[src/rtl/multicycle_controller_if.sv]
// rtl/multicycle_controller_if.sv - shared memory port handshake between controller and memory
interface multicycle_controller_if;
    logic mem_req;
    logic mem_we;
    logic mem_addr_sel;
    logic mem_ready;

    modport master (output mem_req, output mem_we, output mem_addr_sel, input mem_ready);
    modport slave  (input mem_req, input mem_we, input mem_addr_sel, output mem_ready);
endinterface

[src/rtl/multicycle_controller.sv]
// rtl/multicycle_controller.sv - multi-cycle RV32I sequencing FSM with retired-instruction counter
// Optional: define MCTRL_ILLEGAL_TRAP_EN to halt on illegal opcodes instead of treating them as NOP.
module multicycle_controller #(
    parameter int CNT_W = 32
) (
    input  logic                       clk,
    input  logic                       rst_n,
    input  logic [6:0]                 opcode,
    multicycle_controller_if.master    mem,
    output logic                       ir_write,
    output logic                       pc_inc,
    output logic                       pc_load,
    output logic                       alu_src,
    output logic [1:0]                 alu_op,
    output logic                       jal,
    output logic                       jalr,
    output logic                       reg_write,
    output logic                       mem_to_reg,
    output logic                       halted,
    output logic                       illegal,
    output logic [2:0]                 state,
    output logic [CNT_W-1:0]           instret
);
    localparam logic [2:0] S_START  = 3'd0;
    localparam logic [2:0] S_FETCH  = 3'd1;
    localparam logic [2:0] S_DECODE = 3'd2;
    localparam logic [2:0] S_EXEC   = 3'd3;
    localparam logic [2:0] S_MEM    = 3'd4;
    localparam logic [2:0] S_WB     = 3'd5;
    localparam logic [2:0] S_HALT   = 3'd6;

    localparam logic [6:0] OP_R    = 7'b0110011;
    localparam logic [6:0] OP_I    = 7'b0010011;
    localparam logic [6:0] OP_LW   = 7'b0000011;
    localparam logic [6:0] OP_SW   = 7'b0100011;
    localparam logic [6:0] OP_BR   = 7'b1100011;
    localparam logic [6:0] OP_LUI  = 7'b0110111;
    localparam logic [6:0] OP_JAL  = 7'b1101111;
    localparam logic [6:0] OP_JALR = 7'b1100111;
    localparam logic [6:0] OP_HALT = 7'b1111111;

    logic [2:0] state_q, state_d;
    logic       retire;
    logic       is_r, is_i, is_lw, is_sw, is_br, is_lui, is_jal, is_jalr, is_halt, is_legal;
    logic       is_wb_class, in_ctrl;

    assign is_r     = (opcode == OP_R);
    assign is_i     = (opcode == OP_I);
    assign is_lw    = (opcode == OP_LW);
    assign is_sw    = (opcode == OP_SW);
    assign is_br    = (opcode == OP_BR);
    assign is_lui   = (opcode == OP_LUI);
    assign is_jal   = (opcode == OP_JAL);
    assign is_jalr  = (opcode == OP_JALR);
    assign is_halt  = (opcode == OP_HALT);
    assign is_legal = is_r | is_i | is_lw | is_sw | is_br | is_lui | is_jal | is_jalr;
    assign is_wb_class = is_r | is_i | is_lui | is_jal | is_jalr;

    // Decode-derived controls stay valid from EXEC through WB; opcode is held by the datapath
    assign in_ctrl = (state_q == S_EXEC) | (state_q == S_MEM) | (state_q == S_WB);

    always_comb begin
        state_d = state_q;
        retire  = 1'b0;
        case (state_q)
            S_START:  state_d = S_FETCH;
            S_FETCH:  if (mem.mem_ready) state_d = S_DECODE;
            S_DECODE: begin
                if (is_halt)       state_d = S_HALT;
                else if (is_legal) state_d = S_EXEC;
`ifdef MCTRL_ILLEGAL_TRAP_EN
                else               state_d = S_HALT;
`else
                else               state_d = S_FETCH;
`endif
            end
            S_EXEC: begin
                if (is_br) begin
                    state_d = S_FETCH;
                    retire  = 1'b1;
                end else if (is_wb_class) begin
                    state_d = S_WB;
                end else begin
                    state_d = S_MEM;
                end
            end
            S_MEM: begin
                if (mem.mem_ready) begin
                    state_d = is_sw ? S_FETCH : S_WB;
                    retire  = is_sw;
                end
            end
            S_WB: begin
                state_d = S_FETCH;
                retire  = 1'b1;
            end
            S_HALT:  state_d = S_HALT;
            default: state_d = S_START;
        endcase
    end

    always_ff @(posedge clk or negedge rst_n) begin
        if (!rst_n) begin
            state_q <= S_START;
            instret <= '0;
        end else begin
            state_q <= state_d;
            if (retire) instret <= instret + CNT_W'(1);
        end
    end

`ifdef MCTRL_ILLEGAL_TRAP_EN
    logic illegal_q;
    always_ff @(posedge clk or negedge rst_n) begin
        if (!rst_n)
            illegal_q <= 1'b0;
        else if (state_q == S_DECODE && !is_halt && !is_legal)
            illegal_q <= 1'b1;
    end
    assign illegal = illegal_q;
`else
    assign illegal = 1'b0;
`endif

    assign mem.mem_req      = (state_q == S_FETCH) | (state_q == S_MEM);
    assign mem.mem_we       = (state_q == S_MEM) & is_sw;
    assign mem.mem_addr_sel = (state_q == S_MEM);

    assign ir_write   = (state_q == S_FETCH) & mem.mem_ready;
    assign pc_inc     = (state_q == S_FETCH) & mem.mem_ready;
    assign pc_load    = (state_q == S_EXEC) & (is_br | is_jal | is_jalr);
    assign alu_src    = in_ctrl & (is_lw | is_sw | is_i | is_lui);
    assign alu_op     = !in_ctrl                           ? 2'b00 :
                        (is_lw | is_sw)                    ? 2'b00 :
                        is_br                              ? 2'b01 :
                        (is_r | is_i)                      ? 2'b10 :
                        (is_lui | is_jal | is_jalr)        ? 2'b11 : 2'b00;
    assign jal        = in_ctrl & (is_jal | is_jalr);
    assign jalr       = in_ctrl & is_jalr;
    assign reg_write  = (state_q == S_WB);
    assign mem_to_reg = (state_q == S_WB) & is_lw;
    assign halted     = (state_q == S_HALT);
    assign state      = state_q;
endmodule
[src/flat_wrapper.sv]
// flat-port wrapper written by rule: the top's interface ports become plain ports
module multicycle_controller_flat 
#(
    parameter int CNT_W = 32
)
  (clk, rst_n, opcode, ir_write, pc_inc, pc_load, alu_src, alu_op, jal, jalr, reg_write, mem_to_reg, halted, illegal, state, instret, mem_mem_req, mem_mem_we, mem_mem_addr_sel, mem_mem_ready);
  multicycle_controller_if mem_i ();
  input  logic clk;
  input  logic rst_n;
  input  logic [6:0] opcode;
  output logic ir_write;
  output logic pc_inc;
  output logic pc_load;
  output logic alu_src;
  output logic [1:0] alu_op;
  output logic jal;
  output logic jalr;
  output logic reg_write;
  output logic mem_to_reg;
  output logic halted;
  output logic illegal;
  output logic [2:0] state;
  output logic [CNT_W-1:0] instret;
  output wire logic [$bits(mem_i.mem_req)-1:0] mem_mem_req;
  output wire logic [$bits(mem_i.mem_we)-1:0] mem_mem_we;
  output wire logic [$bits(mem_i.mem_addr_sel)-1:0] mem_mem_addr_sel;
  input wire logic [$bits(mem_i.mem_ready)-1:0] mem_mem_ready;
  assign mem_mem_req = mem_i.mem_req;
  assign mem_mem_we = mem_i.mem_we;
  assign mem_mem_addr_sel = mem_i.mem_addr_sel;
  assign mem_i.mem_ready = mem_mem_ready;
  multicycle_controller #(.CNT_W(CNT_W)) u_core (.clk(clk), .rst_n(rst_n), .opcode(opcode), .mem(mem_i), .ir_write(ir_write), .pc_inc(pc_inc), .pc_load(pc_load), .alu_src(alu_src), .alu_op(alu_op), .jal(jal), .jalr(jalr), .reg_write(reg_write), .mem_to_reg(mem_to_reg), .halted(halted), .illegal(illegal), .state(state), .instret(instret));
endmodule
[config.mk]
export PLATFORM = sky130hd
export DESIGN_NAME = multicycle_controller_flat
export DESIGN_NICKNAME = d
export VERILOG_FILES = /design/src/rtl/multicycle_controller_if.sv /design/src/rtl/multicycle_controller.sv /design/src/flat_wrapper.sv
export SDC_FILE = /design/constraint.sdc
export NUM_CORES = 1
export LEC_CHECK = 0
export CAP_MARGIN = 0
export CORE_MARGIN = 2
export CORE_UTILIZATION = 49
export DETAILED_ROUTE_END_ITERATION = 16
export GPL_ROUTABILITY_DRIVEN = 0
export PLACE_DENSITY = 0.81
export SYNTH_ARGS = -nofsm -noshare
export SYNTH_HDL_FRONTEND = slang
export SYNTH_SLANG_ARGS = --single-unit
export TNS_END_PERCENT = 20
[constraint.sdc]
create_clock -name clk -period 2.33 [get_ports clk]
set_input_delay 0.233 -clock clk [delete_from_list [all_inputs] [get_ports clk]]
set_output_delay 0.233 -clock clk [all_outputs]
set_load 0.01 [all_outputs]
# == Word level (Yosys, flattened, before mapping) ==
# Index checks and enable logic that the tools add are counted.
# op_classes
n_reduce_logical,3
n_addsub,1
n_mux,16
eq_ne,17
n_bitwise,28
# op_table
op,count
32-bit by 1-bit adder with 32-bit output (second input constant),1
7-bit == test (second input constant),4
7-bit by 6-bit == test with 1-bit output (second input constant),3
1-bit bitwise OR,21
3-bit one-hot mux with 6 select lines,1
3-bit 2-to-1 mux,5
2-bit 2-to-1 mux,6
3-bit == test (second input constant),3
1-bit bitwise AND,7
7-bit by 2-bit == test with 1-bit output (second input constant),1
7-bit by 5-bit == test with 1-bit output (second input constant),1
3-bit by 2-bit == test with 1-bit output (second input constant),2
3-bit by 1-bit == test with 1-bit output (second input constant),1
3-bit zero test,1
1-bit 2-to-1 mux,3
1-bit one-hot mux with 3 select lines,1
2-bit by 1-bit inequality test with 1-bit output (second input constant),1
2-bit inequality test (second input constant),1
2-bit AND reduction,1
2-bit OR reduction,1
# word_totals
wordCells,67
out_inout_bits,50
regBits,35
inputBits,10

# == Longest topological paths before layout ==
# depth
word_depth,11
ltp_mapped,6
depth_no_buf,4

# == Least setup slack after synthesis ==
# No wires, ideal clock.
# synth_timing
path_type,flip-flop to flip-flop
start,reg u_core.state_q[0] (netlist: u_core.state[0])
end,reg u_core.instret[12]
n_path_buf,2
arrival_time_ns,1.909
setup_ns,0.079
path_stages_with_launch,7
t_required_ns,2.251
period_less_slack_ns,1.988
path_slack_ns,0.342
cell_sequence,dfrtp_1 > clkbuf_1 > nand3b_1 > o31a_4 > buf_6 > a2111oi_2 > xor2_1
# synth_via
elab_chain_cells,2
word_cells_on_any_way,4
cone_classes,eq/ne (3); mux (1)
# synth_rtl
element,line,text
from (decl),multicycle_controller.sv:42,"logic [2:0] state_q, state_d;"
from (signal assigned),multicycle_controller.sv:107,state_q <= state_d;
3-bit == test / 3-bit by 2-bit == test with 1-bit output (equally long branches),multicycle_controller.sv:65,case (state_q)
1-bit one-hot mux with 3 select lines *,multicycle_controller.sv:65,
to (signal assigned),multicycle_controller.sv:108,if (retire) instret <= instret + CNT_W'(1);
to (decl),multicycle_controller.sv:22,output logic [CNT_W-1:0] instret
# Mark *: on every way between the ends. The rest lies on a longest branch, timed or not.
# A chain may end at the register's enable or synchronous reset.

# == Worst setup path in the final report ==
# layout_timing
start,reg u_core.state_q[2] (netlist: u_core.state[2])
end,out alu_src
# layout_via
elab_chain_cells,4
word_cells_on_any_way,6
cone_classes,eq/ne (3); bitwise (3)
# layout_rtl
element,line,text
3-bit by 2-bit == test with 1-bit output / 3-bit == test (equally long branches),multicycle_controller.sv:60,assign in_ctrl = (state_q == S_EXEC) | (state_q == S_MEM) | (state_q == S_WB);
1-bit bitwise OR,multicycle_controller.sv:60,
1-bit bitwise OR *,multicycle_controller.sv:60,
1-bit bitwise AND *,multicycle_controller.sv:132,assign alu_src = in_ctrl & (is_lw | is_sw | is_i | is_lui);
to (decl),flat_wrapper.sv:14,output logic alu_src;
# Marked as above.

==> flow_summary_export.csv <==
group,metric,value,unit
timing,skew,0.005853,ns
synthesis,synth_area_leaders,"dfrtp_1 39%, xor2_1 11%, a2111oi_2 8.8%, nand3_1 3.6%, a211oi_1 3.4%",
grt,grt_overflow,0,
worst_setup_path,endpoint_kind,"primary output",
layout,area_growth,36.51,%
cts,cts_made_buffers,5,
synthesis,synth_fa_ha_area_frac,0.005634,
layout,seqCellArea,875.8,sq um
worst_setup_path,path_max_fanout,5,
synthesis,synthCells,218,
timing,finalHoldViolCount,0,
worst_setup_path,crit_arrival,1.95,ns
timing,max_slew.worst_pin.slew,0.4799,ns
floorplanning,io_pins,60,
power,ir_drop,0.6678,mV
layout,fillers,336,
cts,h-tree-depth,2,
placement,dpl.hpwl,3842,um
worst_setup_path,required,2.10,ns
layout,layout.nets,295,
layout,num_antenna_cells,0,
layout,drive_gt1_frac,0.1684,
synthesis,ys_ff_latch,35,
floorplanning,dieArea,0.005087,sq mm
timing,grt_setup_unrepaired,"no",
run_status,outcome,"completed",
cts,cts_sinks,35,
floorplanning,coreArea,0.004354,sq mm
grt,antenna_found_initial,0,
power,p_leak,1.117,nW
synthesis,yosysTopAreaCell,"dfrtp_1",
route,num_vias,1988,
synthesis,synth.most_common_cell,"dfrtp_1",
floorplanning,start_util,0.5101,
timing,worst_slack,0.1506,ns
synthesis,yosys-top-cells-count,"35 x dfrtp_1, 29 x xor2_1, 16 x nand3_1, 13 x a2111oi_2, 12 x nand4_1",
synthesis,synth_top_family_by_area,"compound AO/OA/AOI/OAI gates",
cts,cts_root_buf,"clkbuf_8",
cts,postCtsHoldBufs,0,
synthesis,avgSynthCellArea,10.19,sq um
timing,period_needed,2.179,ns
synthesis,synthSimpleGateAreaFrac,0.2000,
layout,multi_input_area,0.001240,sq mm
cts,clk_pin_slew_worst_paths,0.07,ns
synthesis,async_reset_ff_frac,1.000,
placement,place_ws,-0.08215,ns
route,avgViaCountPerCell,5.899,
synthesis,synthXorXnorAreaFrac,0.1301,
cts,cts_tree,"yes",
synthesis,yosys_most_used_dff,"dfrtp_1",
synthesis,seq_area_frac_synth,0.3944,
timing,slew_headroom,0.6718,
floorplanning,die_x,71.33,um
placement,port_buffers,58,
cts,cts.path.max_buffers,2,
timing,slew_violations,0,
floorplanning,rows,24,
synthesis,syn_nets,229,
synthesis,netlist_area,0.002221,sq mm
route,firstDrtPassIters,4,
synthesis,synth_warnings,0,
power,power_density,770.0,mW/mm^2
grt,grt_pass1_wl,8970,um
route,postRouteAntennaNets,0,
timing,whs,0.3369,ns
synthesis,muxShareOfSynthArea,0.005070,
floorplanning,die_y,71.33,um
timing,setup_viol,0,
synthesis,synth-compound-area-share,0.2090,
synthesis,netlist.area_leader.share,0.3944,
grt,grt_start_max_net_pins,36,
route,drtIter0Drc,174,
timing,clock.fmax,0.4588,GHz
hold_path,hp-class,"in2async",
route,post-route-drc-count,0,
synthesis,synth_edf_count,0,
synthesis,synth.distinct_cells,38,
grt,grt_usage,0.2221,
run,maxCapViolCount,0,
cts,clk-insertion-delay-late,0.30,ns
route,wl_per_cell,16.43,um
worst_setup_path,crit_type,"reg2out",
route,wl,5537,um
timing,fin_crit_sh,0.9354,
grt,first_global_vias,1862,
worst_setup_path,critPathLaunchType,"flip-flop",
## report_power, final
group	leakage, nW	switching [W]	internal (W)
combinational	0.728	0.000645	0.000477
sequential	0.341	0.0000845	0.000694
clock	0.0477	0.000229	0.000204
## state kept, by name, summed over array words and instances, names as in the netlist
signal,flops
u_core.instret,32
u_core.state,3
## worst max-delay path: stages (launching register included)
cell and delay (ns):
dfrtp_1 0.37, nand3b_1 0.25, nor2b_1 0.24, nor3_1 0.22
clkdlybuf4s50_1 0.57
## final timing paths
kind / startpoint / endpoint / slack [ns] / cells after the start
worst max-delay path: u_core.state[2] / alu_src / 0.15 / 4
worst min-delay path: rst_n / u_core.instret[10] / 0.34 / 2
worst max register to register: u_core.state[2] / u_core.instret[26] / 0.42 / 4
worst min register to register: u_core.instret[31] / u_core.instret[31] / 0.47 / 1
max in group asynchronous: rst_n / u_core.instret[4] / 1.67 / 2
min in group clk: u_core.instret[31] / u_core.instret[31] / 0.47 / 1
## placed cells by master (no fill, tap or decap), types with 2 or more instances in the layout
cell type and count:
nor2_1 7, and4_1 5, nand3b_1 2, nand3_1 16, a21boi_1 2, nand2_1 11, dfrtp_1 35, xnor2_1 4
a211oi_1 10, nand4_1 12, a21oi_1 6, nand2b_1 3, buf_4 18, clkbuf_8 5, clkinv_2 3, clkdlybuf4s50_1 53
nor2b_1 2, o22ai_1 2, nor3_1 5, inv_1 6, dlymetal6s2s_1 4, a2111oi_2 13, and2_1 2, and3_1 6
o21ai_0 4, a2111oi_4 2, xor2_1 29
## metal layers
| metal | routed length, um | track usage | up-vias | part of all wire |
|---|---|---|---|---|
| li1 | - | - | 941 | - |
| met1 | 2491 | 0.2913 | 969 | 0.45 |
| met2 | 2671 | 0.3601 | 70 | 0.48 |
| met3 | 284 | 0.04782 | 8 | 0.051 |
| met4 | 90 | 0.08805 | 0 | 0.016 |
| met5 | 0 | 0 | - | 0 |
## cell type report
cell class	instances	share of cell area
tap	52	0.02146
multi-input combinational	159	0.4090
timing repair buffer	77	0.2456
clock buffer	5	0.02270
sequential	35	0.2889
inverter	6	0.007429
clock inverter	3	0.004953
## cells by family (layout without fill, tap and decap cells)
| logic type | Yosys count | after routing |
|---|---|---|
| AND/OR/NAND/NOR | 78 | 78 |
| AO/OA/AOI/OAI | 45 | 45 |
| flip-flops | 35 | 35 |
| XOR/XNOR | 33 | 33 |
| buffers and inverters | 24 | 91 |
| adder cells (fa/ha/maj) | 1 | 1 |
| other | 1 | 1 |
| multiplexers | 1 | 1 |
## stage by stage
step / setup TNS (ns) / cell area, sq um / util / total power (W) / cells
2_1_floorplan: 0 / 2221 / - / 0.001432 / 218
3_3_place_gp: -0.3277 / 2924 / 0.6716 / 0.001874 / 329
3_5_place_dp: -0.8479 / 2924 / 0.6716 / 0.001891 / 329
4_1_cts: 0 / 3019 / 0.6934 / 0.002327 / 337
5_1_grt: 0 / 3032 / 0.6963 / 0.002462 / 337
6_report: 0 / 3032 / 0.6963 / 0.002334 / 337
## what timing repair did
item	in CTS	in global routing
hold endpoints to repair	0	0
pin swaps	0	1
resized for setup	4	5
setup endpoints to repair	3	4
setup buffers	0	0
No activity file was read; power rests on OpenSTA's default activity.
